<file path="src/rtl/feeder_pkg.sv">
// Shared definitions for the west feeder: FSM state encoding and the
// per-row instruction codes presented to the tiles.
package feeder_pkg;

    // Command FSM states.
    typedef enum logic [1:0] {
        IDLE  = 2'd0,
        RUN   = 2'd1,
        DRAIN = 2'd2
    } state_t;

    // Instruction codes carried alongside each row's data.
    localparam logic [1:0] INST_IDLE = 2'b00;
    localparam logic [1:0] INST_LOAD = 2'b01;
    localparam logic [1:0] INST_EXEC = 2'b10;

    // Only load and execute start a run; every other op code is a no-op.
    function automatic logic is_legal_op(input logic [1:0] op);
        return (op == INST_LOAD) || (op == INST_EXEC);
    endfunction

endpackage

</file>
<file path="src/rtl/skew_delay.sv">
// Fixed-length register chain. Used once per row to carry {data, inst}
// through (row index + 1) stages, which produces the diagonal skew.
module skew_delay #(
    parameter int width  = 6,
    parameter int stages = 1
) (
    input  logic             clk,
    input  logic             reset,
    input  logic [width-1:0] d,
    output logic [width-1:0] q
);

    logic [width-1:0] pipe [stages];

    // Shift the chain every cycle; reset flushes everything in flight.
    always_ff @(posedge clk) begin
        if (reset) begin
            for (int i = 0; i < stages; i++) begin
                pipe[i] <= '0;
            end
        end else begin
            pipe[0] <= d;
            for (int i = 1; i < stages; i++) begin
                pipe[i] <= pipe[i-1];
            end
        end
    end

    assign q = pipe[stages-1];

endmodule

</file>
<file path="src/rtl/west_feeder.sv">
// West feeder: buffers row-wide vectors in a circular FIFO and replays them
// into the MAC array under a load/execute command, skewing row r by r+1
// registers. An empty buffer during a run produces idle bubbles (inst 00).
//
// Handshake: a command transfers on a rising edge where cmd_valid and
// cmd_ready are both high; cmd_ready is high exactly while the FSM is IDLE.
// A buffer write transfers on a rising edge where wr is high and full is low.
//
// Optional feature: define WEST_FEEDER_ERR_EN to make err a sticky flag
// raised by any write attempt while full. Without it err is constant 0.
module west_feeder
    import feeder_pkg::*;
#(
    parameter int row    = 8,
    parameter int bw     = 4,
    parameter int depth  = 16,
    parameter int len_bw = 8
) (
    input  logic                clk,
    input  logic                reset,
    input  logic                wr,
    input  logic [row*bw-1:0]   in,
    output logic                full,
    output logic                empty,
    input  logic                cmd_valid,
    input  logic [1:0]          cmd_op,
    input  logic [len_bw-1:0]   cmd_len,
    output logic                cmd_ready,
    output logic                busy,
    output logic [row*bw-1:0]   out,
    output logic [2*row-1:0]    inst_w,
    output logic                err
);

    localparam int aw = $clog2(depth);
    localparam int pw = aw + 1;
    localparam int cw = $clog2(row + 1);

    logic [row*bw-1:0] mem [depth];
    logic [pw-1:0]     wr_ptr;
    logic [pw-1:0]     rd_ptr;
    logic              push;
    logic              pop;

    state_t            state;
    logic [1:0]        op_q;
    logic [len_bw-1:0] remaining;
    logic [cw-1:0]     drain_cnt;

    logic [row*bw-1:0] stage0_data;
    logic [1:0]        stage0_inst;
    logic [bw+1:0]     skew_q [row];

    // Occupancy flags decode the pointers only; the extra wrap bit separates full from empty.
    assign empty = (wr_ptr == rd_ptr);
    assign full  = (wr_ptr[aw] != rd_ptr[aw]) && (wr_ptr[aw-1:0] == rd_ptr[aw-1:0]);
    assign push  = wr && !full;
    assign pop   = (state == RUN) && !empty;

    assign cmd_ready = (state == IDLE);
    assign busy      = (state != IDLE);

    // Buffer storage; contents need no reset because the pointers define validity.
    always_ff @(posedge clk) begin
        if (push && !reset) begin
            mem[wr_ptr[aw-1:0]] <= in;
        end
    end

    // FIFO pointers advance independently on accepted writes and pops.
    always_ff @(posedge clk) begin
        if (reset) begin
            wr_ptr <= '0;
            rd_ptr <= '0;
        end else begin
            if (push) wr_ptr <= wr_ptr + 1'b1;
            if (pop)  rd_ptr <= rd_ptr + 1'b1;
        end
    end

    // Command FSM: accept in IDLE, pop in RUN until the count hits zero, then let the skew drain.
    always_ff @(posedge clk) begin
        if (reset) begin
            state     <= IDLE;
            op_q      <= INST_IDLE;
            remaining <= '0;
            drain_cnt <= '0;
        end else begin
            case (state)
                IDLE: begin
                    if (cmd_valid && is_legal_op(cmd_op) && (cmd_len != '0)) begin
                        op_q      <= cmd_op;
                        remaining <= cmd_len;
                        state     <= RUN;
                    end
                end
                RUN: begin
                    if (pop) begin
                        remaining <= remaining - 1'b1;
                        if (remaining == len_bw'(1)) begin
                            drain_cnt <= '0;
                            state     <= DRAIN;
                        end
                    end
                end
                DRAIN: begin
                    if (drain_cnt == cw'(row - 1)) begin
                        state <= IDLE;
                    end else begin
                        drain_cnt <= drain_cnt + 1'b1;
                    end
                end
                default: state <= IDLE;
            endcase
        end
    end

    // Pop point: a popped vector with the latched op, or a zero bubble when nothing pops.
    always_comb begin
        stage0_data = '0;
        stage0_inst = INST_IDLE;
        if (pop) begin
            stage0_data = mem[rd_ptr[aw-1:0]];
            stage0_inst = op_q;
        end
    end

    for (genvar r = 0; r < row; r++) begin : g_row
        skew_delay #(
            .width  (bw + 2),
            .stages (r + 1)
        ) u_skew (
            .clk   (clk),
            .reset (reset),
            .d     ({stage0_data[r*bw +: bw], stage0_inst}),
            .q     (skew_q[r])
        );
    end

    // Reassemble the per-row chain outputs into the flat tile-facing buses.
    always_comb begin
        out    = '0;
        inst_w = '0;
        for (int r = 0; r < row; r++) begin
            out[r*bw +: bw]  = skew_q[r][bw+1:2];
            inst_w[2*r +: 2] = skew_q[r][1:0];
        end
    end

`ifdef WEST_FEEDER_ERR_EN
    // Sticky overflow flag: any write attempt against a full buffer.
    always_ff @(posedge clk) begin
        if (reset) begin
            err <= 1'b0;
        end else if (wr && full) begin
            err <= 1'b1;
        end
    end
`else
    assign err = 1'b0;
`endif

endmodule
</file>
<file path="config.mk">
export PLATFORM = sky130hd
export DESIGN_NAME = west_feeder
export DESIGN_NICKNAME = d
export VERILOG_FILES = /design/src/rtl/feeder_pkg.sv /design/src/rtl/skew_delay.sv /design/src/rtl/west_feeder.sv
export SDC_FILE = /design/constraint.sdc
export NUM_CORES = 1
export LEC_CHECK = 0
export BUFFER_PORTS_ARGS = -buffer_cell sky130_fd_sc_hd__clkbuf_2
export CELL_PAD_IN_SITES_DETAIL_PLACEMENT = 1
export CELL_PAD_IN_SITES_GLOBAL_PLACEMENT = 1
export CORE_ASPECT_RATIO = 2
export CORE_MARGIN = 2
export CORE_UTILIZATION = 53
export CTS_BUF_LIST = sky130_fd_sc_hd__clkbuf_16
export DETAILED_ROUTE_END_ITERATION = 6
export GPL_TIMING_DRIVEN = 0
export MAX_ROUTING_LAYER = met4
export PLACE_DENSITY_LB_ADDON = 0.05
export SLEW_MARGIN = 30
export SYNTH_ARGS = -nofsm -noshare
export SYNTH_HDL_FRONTEND = slang
export SYNTH_SLANG_ARGS = --single-unit
export TNS_END_PERCENT = 20
</file>
<file path="constraint.sdc">
create_clock -name clk -period 6.65 [get_ports clk]
set_input_delay 0.665 -clock clk [delete_from_list [all_inputs] [get_ports clk]]
set_output_delay 0.665 -clock clk [all_outputs]
set_load 0.03 [all_outputs]
</file>
==> impl_metrics.sql, run 1 <==
INSERT INTO impl_metrics (metric_group, metric, value, unit) VALUES
('floorplan', 'ioPinCount', '99', ''),
('min_path', 'worst_hold_path_type', 'input pin to flip-flop', ''),
('cells_and_area', 'post-route-util', '61.64', '%'),
('yosys', 'synth_enable_flop_cells', '512', ''),
('clock_network', 'tritoncts', 'done', ''),
('floorplan', 'number_of_placement_rows', '114', ''),
('route', 'post_drt_wl_per_cell', '25.89', 'µm'),
('power', 'max-vdd-ir-drop', '0.3015', 'mV'),
('yosys', 'yosys_register_bits', '702', ''),
('clock_network', 'clkTransAtPathRegs', '70', 'ps'),
('clock_network', 'postCtsHoldBufs', '0', ''),
('power', 'netSwitchingPower', '1.805', 'mW'),
('setup_path', 'critical_path_startpoint_category', 'flip-flop', ''),
('timing', 'timing.setup.tns', '0', 'ps'),
('cells_and_area', 'layout-drive-gt1-share', '30.73', '%'),
('global_route', 'global_route.usage.total', '25.01', '%'),
('yosys', 'synth.top_cell.area_share', '59.98', '%'),
('run_status', 'status', 'finished clean', ''),
('power', 'overall_power_of_the_completed_layout', '8.662', 'mW'),
('floorplan', 'design.core.area', '0.04807', 'mm²'),
('setup_path', 'slowest_delay', '600', 'ps'),
('clock_network', 'max-clock-path-buffers', '3', ''),
('setup_path', 'worstPathRequired', '6940', 'ps'),
('clock_network', 'cts_sinks', '702', ''),
('yosys', 'synthesis.area', '0.02563', 'mm²'),
('clock_network', 'post_cts_resize_count', '0', ''),
('yosys', 'synthTopCellsByArea', 'sky130_fd_sc_hd__edfxtp_1 60%, sky130_fd_sc_hd__dfxtp_1 15%, sky130_fd_sc_hd__mux4_2 11%', ''),
('global_route', 'pin_count_of_the_biggest_net_entering_global_routing', '18', ''),
('yosys', 'ys_types', '50', ''),
('route', 'routed-via-count', '12875', ''),
('yosys', 'netlist.top_cell.by_area', 'sky130_fd_sc_hd__edfxtp_1', ''),
('timing', 'finalClockSkew', '24.68', 'ps'),
('power', 'intPower', '6.857', 'mW'),
('power', 'switching_share', '20.84', '%'),
('clock_network', 'post_cts.repair.setup_buffers', '0', ''),
('placement', 'last_weighted_congestion_value_of_the_routability_driven_placer', '0.7735', ''),
('timing', 'finalCritPeriodShare', '50.42', '%'),
('yosys', 'synth-async-reset-ratio', '0', '%'),
('yosys', 'synthMostInstantiatedCell', 'sky130_fd_sc_hd__edfxtp_1', ''),
('power', 'share_seq_of_total_power', '54.8', '%'),
('route', 'routed_via_density', '5.625', ''),
('timing', 'rsz_0062_raised_after_global_routing', 'false', ''),
('setup_path', 'worst_ep_arrival_time', '3640', 'ps'),
('setup_path', 'critPathSlowestCell', 'sky130_fd_sc_hd__nor4b_2', ''),
('global_route', 'global_route_wire_length_before_repair', '90000', 'µm'),
('route', 'routed_wirelength', '59270', 'µm'),
('route', 'first_iter_violations', '906', ''),
('clock_network', 'clock-root-buffer', 'sky130_fd_sc_hd__clkbuf_16', ''),
('cells_and_area', 'final_area', '0.02963', 'mm²'),
('yosys', 'synth-main-ff-cell', 'sky130_fd_sc_hd__edfxtp_1', ''),
('timing', 'max-slew-margin-rel', '34.13', '%'),
('yosys', 'post_synth_most_frequent_cells', '512 x sky130_fd_sc_hd__edfxtp_1, 190 x sky130_fd_sc_hd__dfxtp_1, 160 x sky130_fd_sc_hd__nor2b_1', ''),
('floorplan', 'dieArea', '0.05025', 'mm²'),
('setup_path', 'timing.setup.critical_path_class', 'flip-flop to flip-flop', ''),
('setup_path', 'critical_path.most_common_cell', 'sky130_fd_sc_hd__buf_2', ''),
('yosys', 'synth_fp_nets', '1413', ''),
('timing', 'fmaxAchievable', '298.2', 'MHz'),
('floorplan', 'floorplan.die.width', '159.5', 'µm'),
('setup_path', 'worstSetupEndpointType', 'flip-flop', ''),
('yosys', 'synthesis.area_per_instance', '18.86', 'µm²'),
('power', 'power.combinational.fraction', '5.1', '%'),
('yosys', 'yosysWarnings', '0', ''),
('placement', 'hpwl', '40750', 'µm'),
('route', 'drt_pre_antenna_iters', '5', ''),
('cells_and_area', 'layout-area-overhead-vs-synth', '15.58', '%'),
('timing', 'tightest_slew', '988.1', 'ps'),
('global_route', 'grt_antenna_before_repair', '1', ''),
('floorplan', 'initial_utilization', '53.33', '%'),
('yosys', 'synth_seq_area_share', '74.81', '%'),
('power', 'pwr_density_cell', '292.4', 'mW/mm²'),
('power', 'pwr-share-clk', '40.0', '%');
cells by family (layout without fill, tap and decap cells):
kind of cell | after synthesis | after routing | synth area share, %
AOI/OAI and AO/OA | 107 | 107 | 3.373
adders and majority gates | 8 | 8 | 0.3905
muxes | 162 | 162 | 12.57
DFF | 702 | 702 | 74.81
xor gates and xnor gates | 18 | 18 | 0.6443
buffers and inverters | 118 | 409 | 2.533
and+or+nand+nor | 243 | 243 | 5.657
other | 1 | 2 | 0.01463
power groups by stage:
stage / Combinational, mW / Sequential (mW) / Clock [mW]
2_1_floorplan: 0.286 / 4.84 / 0
3_3_place_gp: 0.416 / 4.85 / 0
3_5_place_dp: 0.446 / 4.85 / 0
4_1_cts: 0.450 / 4.75 / 3.54
5_1_grt: 0.481 / 4.75 / 3.68
6_report: 0.443 / 4.75 / 3.47
critical path, delay by kind of cell (launching register included):
| kind | cells | cell delay, ps |
|---|---|---|
| and+or+nand+nor | 2 | 810 |
| DFF | 1 | 440 |
| AOI/OAI and AO/OA | 1 | 150 |
| xor gates and xnor gates | 1 | 120 |
| buffers and inverters | 6 | 1530 |
layout make-up:
cell class	instances	area [µm²]
Fill cell	4208	18440
Timing Repair Buffer	182	1154
Sequential cell	702	19180
Clock buffer	60	1501
Buffer	108	616.8
Multi-Input combinational cell	539	5907
Clock inverter	49	431.7
Antenna cell	1	2.502
Tap cell	638	798.3
Inverter	10	37.54
metal layers:
metal  vias to the layer above  track usage [%]  part of all wire (%)
li1                       5708                -                     -
met1                      6755            29.38                    38
met2                       299            44.98                    55
met3                       113            2.526                   3.5
met4                         0            8.636                   3.1
met5                         -                -                     0
path summary, 6_finish.rpt:
path | start | to | slack, ps | depth (start not counted)
worst max-delay path | rd_ptr[0] | mem[5][25] | 3300 | 10
worst min-delay path | cmd_op[0] | op_q[1] | 280 | 2
worst max register to register | rd_ptr[0] | mem[5][25] | 3300 | 10
worst min register to register | g_row[6].u_skew.pipe[1][5] | g_row[6].u_skew.pipe[2][5] | 420 | 1
cells in the final DEF (no fill, tap or decap), types with 9 or more instances in the layout:
cell	n
sky130_fd_sc_hd__edfxtp_1	512
sky130_fd_sc_hd__dfxtp_1	190
sky130_fd_sc_hd__nor2b_1	160
sky130_fd_sc_hd__mux4_2	128
sky130_fd_sc_hd__clkbuf_2	100
sky130_fd_sc_hd__buf_4	70
sky130_fd_sc_hd__buf_2	65
sky130_fd_sc_hd__clkbuf_16	60
sky130_fd_sc_hd__a211oi_1	53
sky130_fd_sc_hd__clkbuf_1	41
sky130_fd_sc_hd__mux2i_1	34
sky130_fd_sc_hd__nor2_1	30
sky130_fd_sc_hd__inv_1	22
sky130_fd_sc_hd__nand2_1	13
sky130_fd_sc_hd__a21oi_1	13
sky130_fd_sc_hd__a211oi_2	11
sky130_fd_sc_hd__xnor2_1	9
sky130_fd_sc_hd__clkinv_1	9
sky130_fd_sc_hd__clkinv_2	9
through the flow:
| step | instances | setup slack (ps) |
|---|---|---|
| 2_1_floorplan | 1359 | 1603 |
| 3_3_place_gp | 2093 | -1858 |
| 3_5_place_dp | 2179 | 3228 |
| 4_1_cts | 2288 | 3216 |
| 5_1_grt | 2289 | 3089 |
| 6_report | 2289 | 3297 |
registers in the layout, summed over array words and instances (netlist names), named ones only:
name / cells
g_row.u_skew.pipe: 160
mem: 512
drain_cnt: 4
rd_ptr: 5
op_q: 2
wr_ptr: 5
state: 2
remaining: 8
Note: power is estimated with default switching activity, not from simulation.
==> inputs of run 2 (changes only) <==
- CORE_UTILIZATION: 53 -> 48
- clock period: 6.65 -> 2.7 ns (I/O delays scaled with it)
==> run 2 against run 1 <==
- the flow now finishes with violations (design-rule violations)
- setup slack worse by 3200 ps
- core utilization shrank 4.7 points
- combinational power increased to 2.5 times the previous value
- maximum frequency up 29%
- die area is 10% higher
- critical path type unchanged
- count of clock-buffer cells in the layout increased by 5
- clock skew shrank 8.2 ps
- register-to-register slack got worse by 3200 ps
- worst hold slack worse by 240 ps
- largest cell class unchanged
- highest routed layer unchanged
- power increased by 140%
==> impl_metrics.sql, run 2 (same netlist as run 1, synthesis figures left out) <==
INSERT INTO impl_metrics (metric_group, metric, value, unit) VALUES
('cells_and_area', 'layout-area-overhead-vs-synth', '16.99', '%'),
('setup_path', 'critical_path_startpoint_category', 'flip-flop', ''),
('global_route', 'globalRouteOverflowTotal', '0', ''),
('cells_and_area', 'finish.net_count', '1644', ''),
('route', 'drt_pre_antenna_iters', '7', ''),
('cells_and_area', 'final_cell_mix', '512 x sky130_fd_sc_hd__edfxtp_1, 183 x sky130_fd_sc_hd__dfxtp_1, 160 x sky130_fd_sc_hd__nor2b_1', ''),
('power', 'power.combinational.fraction', '5.3', '%'),
('timing', 'maxSlewViolCount', '0', ''),
('clock_network', 'clock-root-buffer', 'sky130_fd_sc_hd__clkbuf_16', ''),
('floorplan', 'design.core.area', '0.05271', 'mm²'),
('timing', 'finalClockSkew', '16.49', 'ps'),
('cells_and_area', 'instances_no_fill', '2309', ''),
('timing', 'rsz_0062_raised_after_global_routing', 'false', ''),
('placement', 'dpl_cell_area', '0.02793', 'mm²'),
('timing', 'max-slew-margin-rel', '40.43', '%'),
('route', 'post_drt_wl_per_cell', '26.92', 'µm'),
('power', 'switching_share', '21.83', '%'),
('power', 'overall_power_of_the_completed_layout', '21.08', 'mW'),
('setup_path', 'worst_ep_arrival_time', '2920', 'ps'),
('clock_network', 'clkTransAtPathRegs', '70', 'ps'),
('global_route', 'global_route.usage.total', '23.77', '%'),
('setup_path', 'worstSetupEndpointType', 'flip-flop', ''),
('timing', 'hold_worst_slack', '42.62', 'ps'),
('global_route', 'global_route_wire_length_before_repair', '91600', 'µm'),
('setup_path', 'r2r_slack', '110', 'ps'),
('setup_path', 'worstPathRequired', '3030', 'ps'),
('timing', 'hold_viol_final', '0', ''),
('clock_network', 'tritoncts', 'done', ''),
('setup_path', 'critical_path.reg2reg.startpoint', 'wr_ptr[1]', ''),
('power', 'intPower', '16.48', 'mW'),
('global_route', 'grt_antenna_before_repair', '3', ''),
('cells_and_area', 'layout-drive-gt1-share', '30.90', '%'),
('cells_and_area', 'largest_register_ffs', '512', ''),
('cells_and_area', 'fillers', '4731', ''),
('clock_network', 'max-clock-path-buffers', '3', ''),
('clock_network', 'cts-buffers-inserted', '59', ''),
('route', 'first_iter_violations', '991', ''),
('min_path', 'worst_hold_path_type', 'input pin to flip-flop', ''),
('floorplan', 'ioPinCount', '99', ''),
('route', 'routed-via-count', '13017', ''),
('power', 'pwr-share-clk', '39.2', '%'),
('timing', 'finalCritPeriodShare', '96.07', '%'),
('floorplan', 'number_of_placement_rows', '119', ''),
('setup_path', 'worst_r2r_path_depth', '9', ''),
('run_status', 'status', 'finished, violations left', ''),
('global_route', 'first_global_vias', '13964', ''),
('timing', 'fmaxAchievable', '385.5', 'MHz'),
('placement', 'portBuffers', '96', ''),
('power', 'leakage', '10.04', 'nW'),
('clock_network', 'clock_tree.htree_level_count', '2', ''),
('timing', 'final.min_clock_period', '2594', 'ps'),
('min_path', 'worst_hold_path.num_cells', '3', ''),
('placement', 'hpwl', '42710', 'µm'),
('global_route', 'pin_count_of_the_biggest_net_entering_global_routing', '19', ''),
('setup_path', 'reg2reg_to', 'mem[5][18]', ''),
('run_status', 'violations_in_the_final_reports', 'design-rule violations', ''),
('setup_path', 'timing.setup.critical_path_class', 'flip-flop to flip-flop', ''),
('floorplan', 'floorplan.die.width', '167.4', 'µm'),
('power', 'share_seq_of_total_power', '55.5', '%'),
('route', 'routed_wirelength', '62160', 'µm'),
('cells_and_area', 'final_common_cell', 'sky130_fd_sc_hd__edfxtp_1', ''),
('floorplan', 'initial_utilization', '48.64', '%'),
('route', 'route.antenna.remaining_nets', '0', ''),
('placement', 'last_weighted_congestion_value_of_the_routability_driven_placer', '0.7565', ''),
('placement', 'post-place-cells', '2184', ''),
('timing', 'setup-violations-final', '0', ''),
('cells_and_area', 'final_area', '0.02999', 'mm²'),
('floorplan', 'die_y', '330.8', 'µm'),
('setup_path', 'crit_fanout', '10', ''),
('route', 'drc', '14', ''),
('job', 'max-cap-violations', '0', ''),
('power', 'max-vdd-ir-drop', '0.5495', 'mV'),
('clock_network', 'clk-insertion-delay-late', '630', 'ps'),
('min_path', 'min-delay-start', 'cmd_len[6]', ''),
('min_path', 'hold-path-endpoint', 'remaining[6]', ''),
('clock_network', 'cts_sinks', '702', ''),
('timing', 'tightest_slew', '893.5', 'ps'),
('timing', 'timing.setup.tns', '0', 'ps'),
('power', 'netSwitchingPower', '4.603', 'mW'),
('route', 'routed_via_density', '5.638', ''),
('power', 'pwr_density_cell', '703.0', 'mW/mm²'),
('floorplan', 'dieArea', '0.05538', 'mm²');
[run 2: critical path, cell delays in order, from the launching register on]
cell                        delay [ps]
sky130_fd_sc_hd__dfxtp_4           370
sky130_fd_sc_hd__xnor2_1           120
sky130_fd_sc_hd__nand4_1           210
sky130_fd_sc_hd__buf_6             190
sky130_fd_sc_hd__o21ai_4           120
sky130_fd_sc_hd__clkbuf_16         230
sky130_fd_sc_hd__nor4b_4           500
sky130_fd_sc_hd__buf_6             260
sky130_fd_sc_hd__buf_8             160
sky130_fd_sc_hd__buf_6             140
[run 2: layout make-up]
class,instances,area [µm²],share of cell area [%]
clock inverters,47,257.7,0.8594
multi-input cells,539,6020,20.07
diodes,3,7.507,0.02503
well taps,665,832.0,2.774
flip-flops and latches,702,19190,63.99
plain buffers,108,653.1,2.178
clock buffers,65,1627,5.424
repair buffers,170,1366,4.556
inverters,10,37.54,0.1252
[run 2: worst max-delay path by stage]
stage	startpoint	end	slack (ps)	cells after the start
global placement	reset	mem[6][18]	-3220	4
detailed placement	wr_ptr[1]	mem[3][8]	-480	10
floorplan	wr_ptr[0]	mem[4][0]	-550	5
CTS	wr_ptr[1]	mem[10][15]	-10	8
finish	wr_ptr[1]	mem[5][18]	110	9
global route	wr_ptr[3]	mem[0][27]	4	10
[run 2: power by group through the flow]
stage               Clock (mW)  Combinational (mW)  Sequential (mW)
floorplan                    0               0.715             11.9
global placement             0                1.07             11.9
detailed placement           0                1.12             11.9
CTS                       8.44                1.15             11.7
global route              8.81                1.22             11.7
finish                    8.26                1.12             11.7
[run 2: layer usage]
layer | up-vias | part of all wire [%] | GRT usage, %
met1 | 6831 | 37 | 26.81
met2 | 380 | 55 | 43.44
li1 | 5698 | - | -
met5 | - | 0 | -
met4 | 0 | 3.4 | 8.450
met3 | 108 | 4.5 | 3.023
[run 2: repair_timing]
item                                   4_1_cts  5_1_grt
endpoints found under the hold margin        3        0
setup endpoints to repair                  369       57
buffers inserted                             7        1
resized for setup                           23        8
pin swaps                                   10        2
hold buffers                                 2        0
[run 2: stage by stage]
stage	util [%]	worst slack (ps)
6_report	56.90	106.1
5_1_grt	56.90	3.895
4_1_cts	56.83	-12.86
3_5_place_dp	52.98	-481.2
3_3_place_gp	51.38	-3222
2_1_floorplan	-	-546.9
==> inputs of run 3 (changes only) <==
- CORE_UTILIZATION: 48 -> 57
- clock period: 2.7 -> 3.3 ns (I/O delays scaled with it)
==> run 3 against run 2 <==
- the flow now finishes without violations
- register-to-register slack gained 30 ps
- clock power shrank 13%
- sequential cell count is the same
- count of clock-buffer cells in the layout shrank 8
- worst hold slack gained 53 ps
- power shrank 16%
- sequential power shrank 18%
- critical path type unchanged
- wire length shrank 0.16%
- setup slack gained 29 ps
- via count grew 1.7%
- critical path depth is the same
- non-clock buffer count grew 14
- highest routed layer unchanged
==> impl_metrics.sql, run 3 (same netlist as run 1, synthesis figures left out) <==
INSERT INTO impl_metrics (metric_group, metric, value, unit) VALUES
('cells_and_area', 'final_cell_mix', '512 x sky130_fd_sc_hd__edfxtp_1, 190 x sky130_fd_sc_hd__dfxtp_1, 160 x sky130_fd_sc_hd__nor2b_1', ''),
('power', 'overall_power_of_the_completed_layout', '17.69', 'mW'),
('route', 'routed_via_density', '6.011', ''),
('route', 'route.antenna.remaining_nets', '0', ''),
('clock_network', 'clock_tree.htree_level_count', '2', ''),
('floorplan', 'dieArea', '0.04679', 'mm²'),
('global_route', 'first_global_vias', '14489', ''),
('setup_path', 'critPathSlowestCell', 'sky130_fd_sc_hd__nor4_2', ''),
('power', 'pwr_density_cell', '596.1', 'mW/mm²'),
('setup_path', 'critical_path.most_common_cell', 'sky130_fd_sc_hd__buf_2', ''),
('setup_path', 'critPathCapture', 'mem[3][17]', ''),
('placement', 'hpwl', '42850', 'µm'),
('route', 'post_drt_wl_per_cell', '28.17', 'µm'),
('clock_network', 'clkTransAtPathRegs', '70', 'ps'),
('timing', 'final.min_clock_period', '3165', 'ps'),
('setup_path', 'worstPathRequired', '3610', 'ps'),
('setup_path', 'worst_ep_arrival_time', '3480', 'ps'),
('floorplan', 'design.core.area', '0.04432', 'mm²'),
('clock_network', 'post_cts.repair.setup_buffers', '0', ''),
('cells_and_area', 'fillers', '3732', ''),
('setup_path', 'timing.setup.critical_path_class', 'flip-flop to flip-flop', ''),
('setup_path', 'worst_path_dominant_cell_family', 'buffers and inverters', ''),
('setup_path', 'critical_path.reg2reg.startpoint', 'rd_ptr[0]', ''),
('global_route', 'global_route.usage.total', '28.16', '%'),
('power', 'max-vdd-ir-drop', '0.4841', 'mV'),
('run_status', 'status', 'finished clean', ''),
('job', 'max-cap-violations', '0', ''),
('setup_path', 'reg2reg_to', 'mem[3][17]', ''),
('timing', 'max-slew-margin-rel', '34.56', '%'),
('cells_and_area', 'n_antenna_cell', '0', ''),
('setup_path', 'worstSetupEndpointType', 'flip-flop', ''),
('cells_and_area', 'largest_register_ffs', '512', ''),
('timing', 'hold_viol_final', '0', ''),
('timing', 'timing.setup.tns', '0', 'ps'),
('clock_network', 'max-clock-path-buffers', '3', ''),
('setup_path', 'r2r_slack', '140', 'ps'),
('setup_path', 'cp_num_cells', '9', ''),
('timing', 'rsz_0062_raised_after_global_routing', 'true', ''),
('setup_path', 'slowest_delay', '730', 'ps'),
('setup_path', 'critical_path.cell_chain', 'xnor2_1, nand4_1, buf_4, o21ai_2, buf_2, nor4_2, buf_4, buf_2, buf_2', ''),
('cells_and_area', 'layout-drive-gt1-share', '30.76', '%'),
('route', 'routed_wirelength', '62060', 'µm'),
('timing', 'maxSlewViolCount', '0', ''),
('timing', 'fmaxAchievable', '316.0', 'MHz'),
('floorplan', 'number_of_placement_rows', '109', ''),
('route', 'routed-via-count', '13243', ''),
('timing', 'finalCritPeriodShare', '95.90', '%'),
('setup_path', 'worst_r2r_path_depth', '9', ''),
('global_route', 'globalRouteOverflowTotal', '0', ''),
('floorplan', 'die_y', '303.9', 'µm'),
('timing', 'setup-violations-final', '0', ''),
('min_path', 'worst_hold_path.num_cells', '3', ''),
('timing', 'hold_worst_slack', '95.74', 'ps'),
('cells_and_area', 'post-route-util', '66.96', '%'),
('cells_and_area', 'final_common_cell', 'sky130_fd_sc_hd__edfxtp_1', ''),
('global_route', 'pin_count_of_the_biggest_net_entering_global_routing', '18', ''),
('route', 'drt_pre_antenna_iters', '5', ''),
('min_path', 'worst_hold_path_type', 'input pin to flip-flop', ''),
('clock_network', 'tritoncts', 'done', ''),
('clock_network', 'cts_sinks', '702', ''),
('clock_network', 'clock-root-buffer', 'sky130_fd_sc_hd__clkbuf_16', ''),
('clock_network', 'clk-insertion-delay-late', '620', 'ps'),
('route', 'drc', '0', ''),
('cells_and_area', 'finish.net_count', '1655', ''),
('floorplan', 'ioPinCount', '99', ''),
('clock_network', 'cts-buffers-inserted', '56', ''),
('setup_path', 'startpoint', 'rd_ptr[0]', ''),
('global_route', 'grt_antenna_before_repair', '0', ''),
('placement', 'last_weighted_congestion_value_of_the_routability_driven_placer', '0.7613', ''),
('global_route', 'global_route_wire_length_before_repair', '93120', 'µm'),
('cells_and_area', 'layout-area-overhead-vs-synth', '15.77', '%'),
('setup_path', 'crit_fanout', '10', ''),
('floorplan', 'floorplan.die.width', '154.0', 'µm'),
('setup_path', 'total_buffers_and_inverters_traversed_by_the_critical_path', '5', ''),
('setup_path', 'critical_path_startpoint_category', 'flip-flop', ''),
('placement', 'portBuffers', '96', ''),
('power', 'leakage', '9.986', 'nW'),
('route', 'first_iter_violations', '980', ''),
('timing', 'finalClockSkew', '9.539', 'ps'),
('timing', 'tightest_slew', '981.7', 'ps'),
('floorplan', 'initial_utilization', '57.83', '%');
run 3: changes by cell type in the layout (fill, tap and decap cells not counted), moves of 8 or more:
| cell | before | now |
|---|---|---|
| sky130_fd_sc_hd__buf_2 | 11 | 49 |
| sky130_fd_sc_hd__inv_1 | 29 | 14 |
| sky130_fd_sc_hd__clkbuf_2 | 104 | 96 |
| sky130_fd_sc_hd__buf_4 | 71 | 83 |
| sky130_fd_sc_hd__buf_6 | 36 | 7 |
| sky130_fd_sc_hd__bufinv_16 | 0 | 12 |
| sky130_fd_sc_hd__clkbuf_1 | 36 | 44 |
| sky130_fd_sc_hd__clkbuf_16 | 66 | 57 |
run 3: timing repair:
| item | in CTS | in global routing |
|---|---|---|
| gates resized for setup | 3 | 1 |
| pin swaps | 0 | 1 |
| hold endpoints to repair | 3 | 0 |
| setup endpoints to repair | 15 | 23 |
| hold buffers | 2 | 0 |
run 3: how the worst min path moves through the flow:
stage | start | slack, ps | endpoint
finish | cmd_len[6] | 100 | remaining[6]
global route | cmd_len[6] | 100 | remaining[6]
detailed placement | g_row[5].u_skew.pipe[4][2] | 420 | g_row[5].u_skew.pipe[5][2]
CTS | cmd_len[6] | 70 | remaining[6]
global placement | g_row[5].u_skew.pipe[0][3] | 420 | g_row[5].u_skew.pipe[1][3]
floorplan | op_q[1] | 410 | g_row[7].u_skew.pipe[0][1]
run 3: layer usage:
metal | part of all wire (%) | global-route usage [%] | wire, µm
met1 | 36 | 31.60 | 22110
met2 | 55 | 49.98 | 33940
met3 | 4.8 | 3.646 | 2979
met4 | 4.9 | 12.78 | 3032
met5 | 0 | - | 0
run 3: stage by stage:
stage                     instance area (µm²)  cells  setup slack, ps
after global placement                  26820   2010            -5664
after global routing                    29680   2203           -39.88
after detailed placement                27660   2096           -93.77
after CTS                               29680   2203            67.71
after floorplan                         25650   1359            -1535
final                                   29680   2203            135.4
run 3: cell type report:
type                    count  area [µm²]  share of cell area (%)
clock inverters            48       554.3                   1.868
clock buffers              57        1426                   4.806
inverters                  10       37.54                  0.1265
multi-input cells         539        5942                   20.02
flip-flops and latches    702       19180                   64.62
plain buffers             108       613.1                   2.066
well taps                 555       694.4                   2.340
repair buffers            184        1231                   4.149
run 3: tightest hold or removal path, stage by stage:
cell and delay, ps:
sky130_fd_sc_hd__clkbuf_2 100, sky130_fd_sc_hd__a21oi_1 160, sky130_fd_sc_hd__o41ai_2 70
run 3: power by group:
part | total, mW | switching [mW] | internal, mW
sequential | 9.57 | 0.0453 | 9.53
clock | 7.21 | 3.12 | 4.09
combinational | 0.907 | 0.537 | 0.370
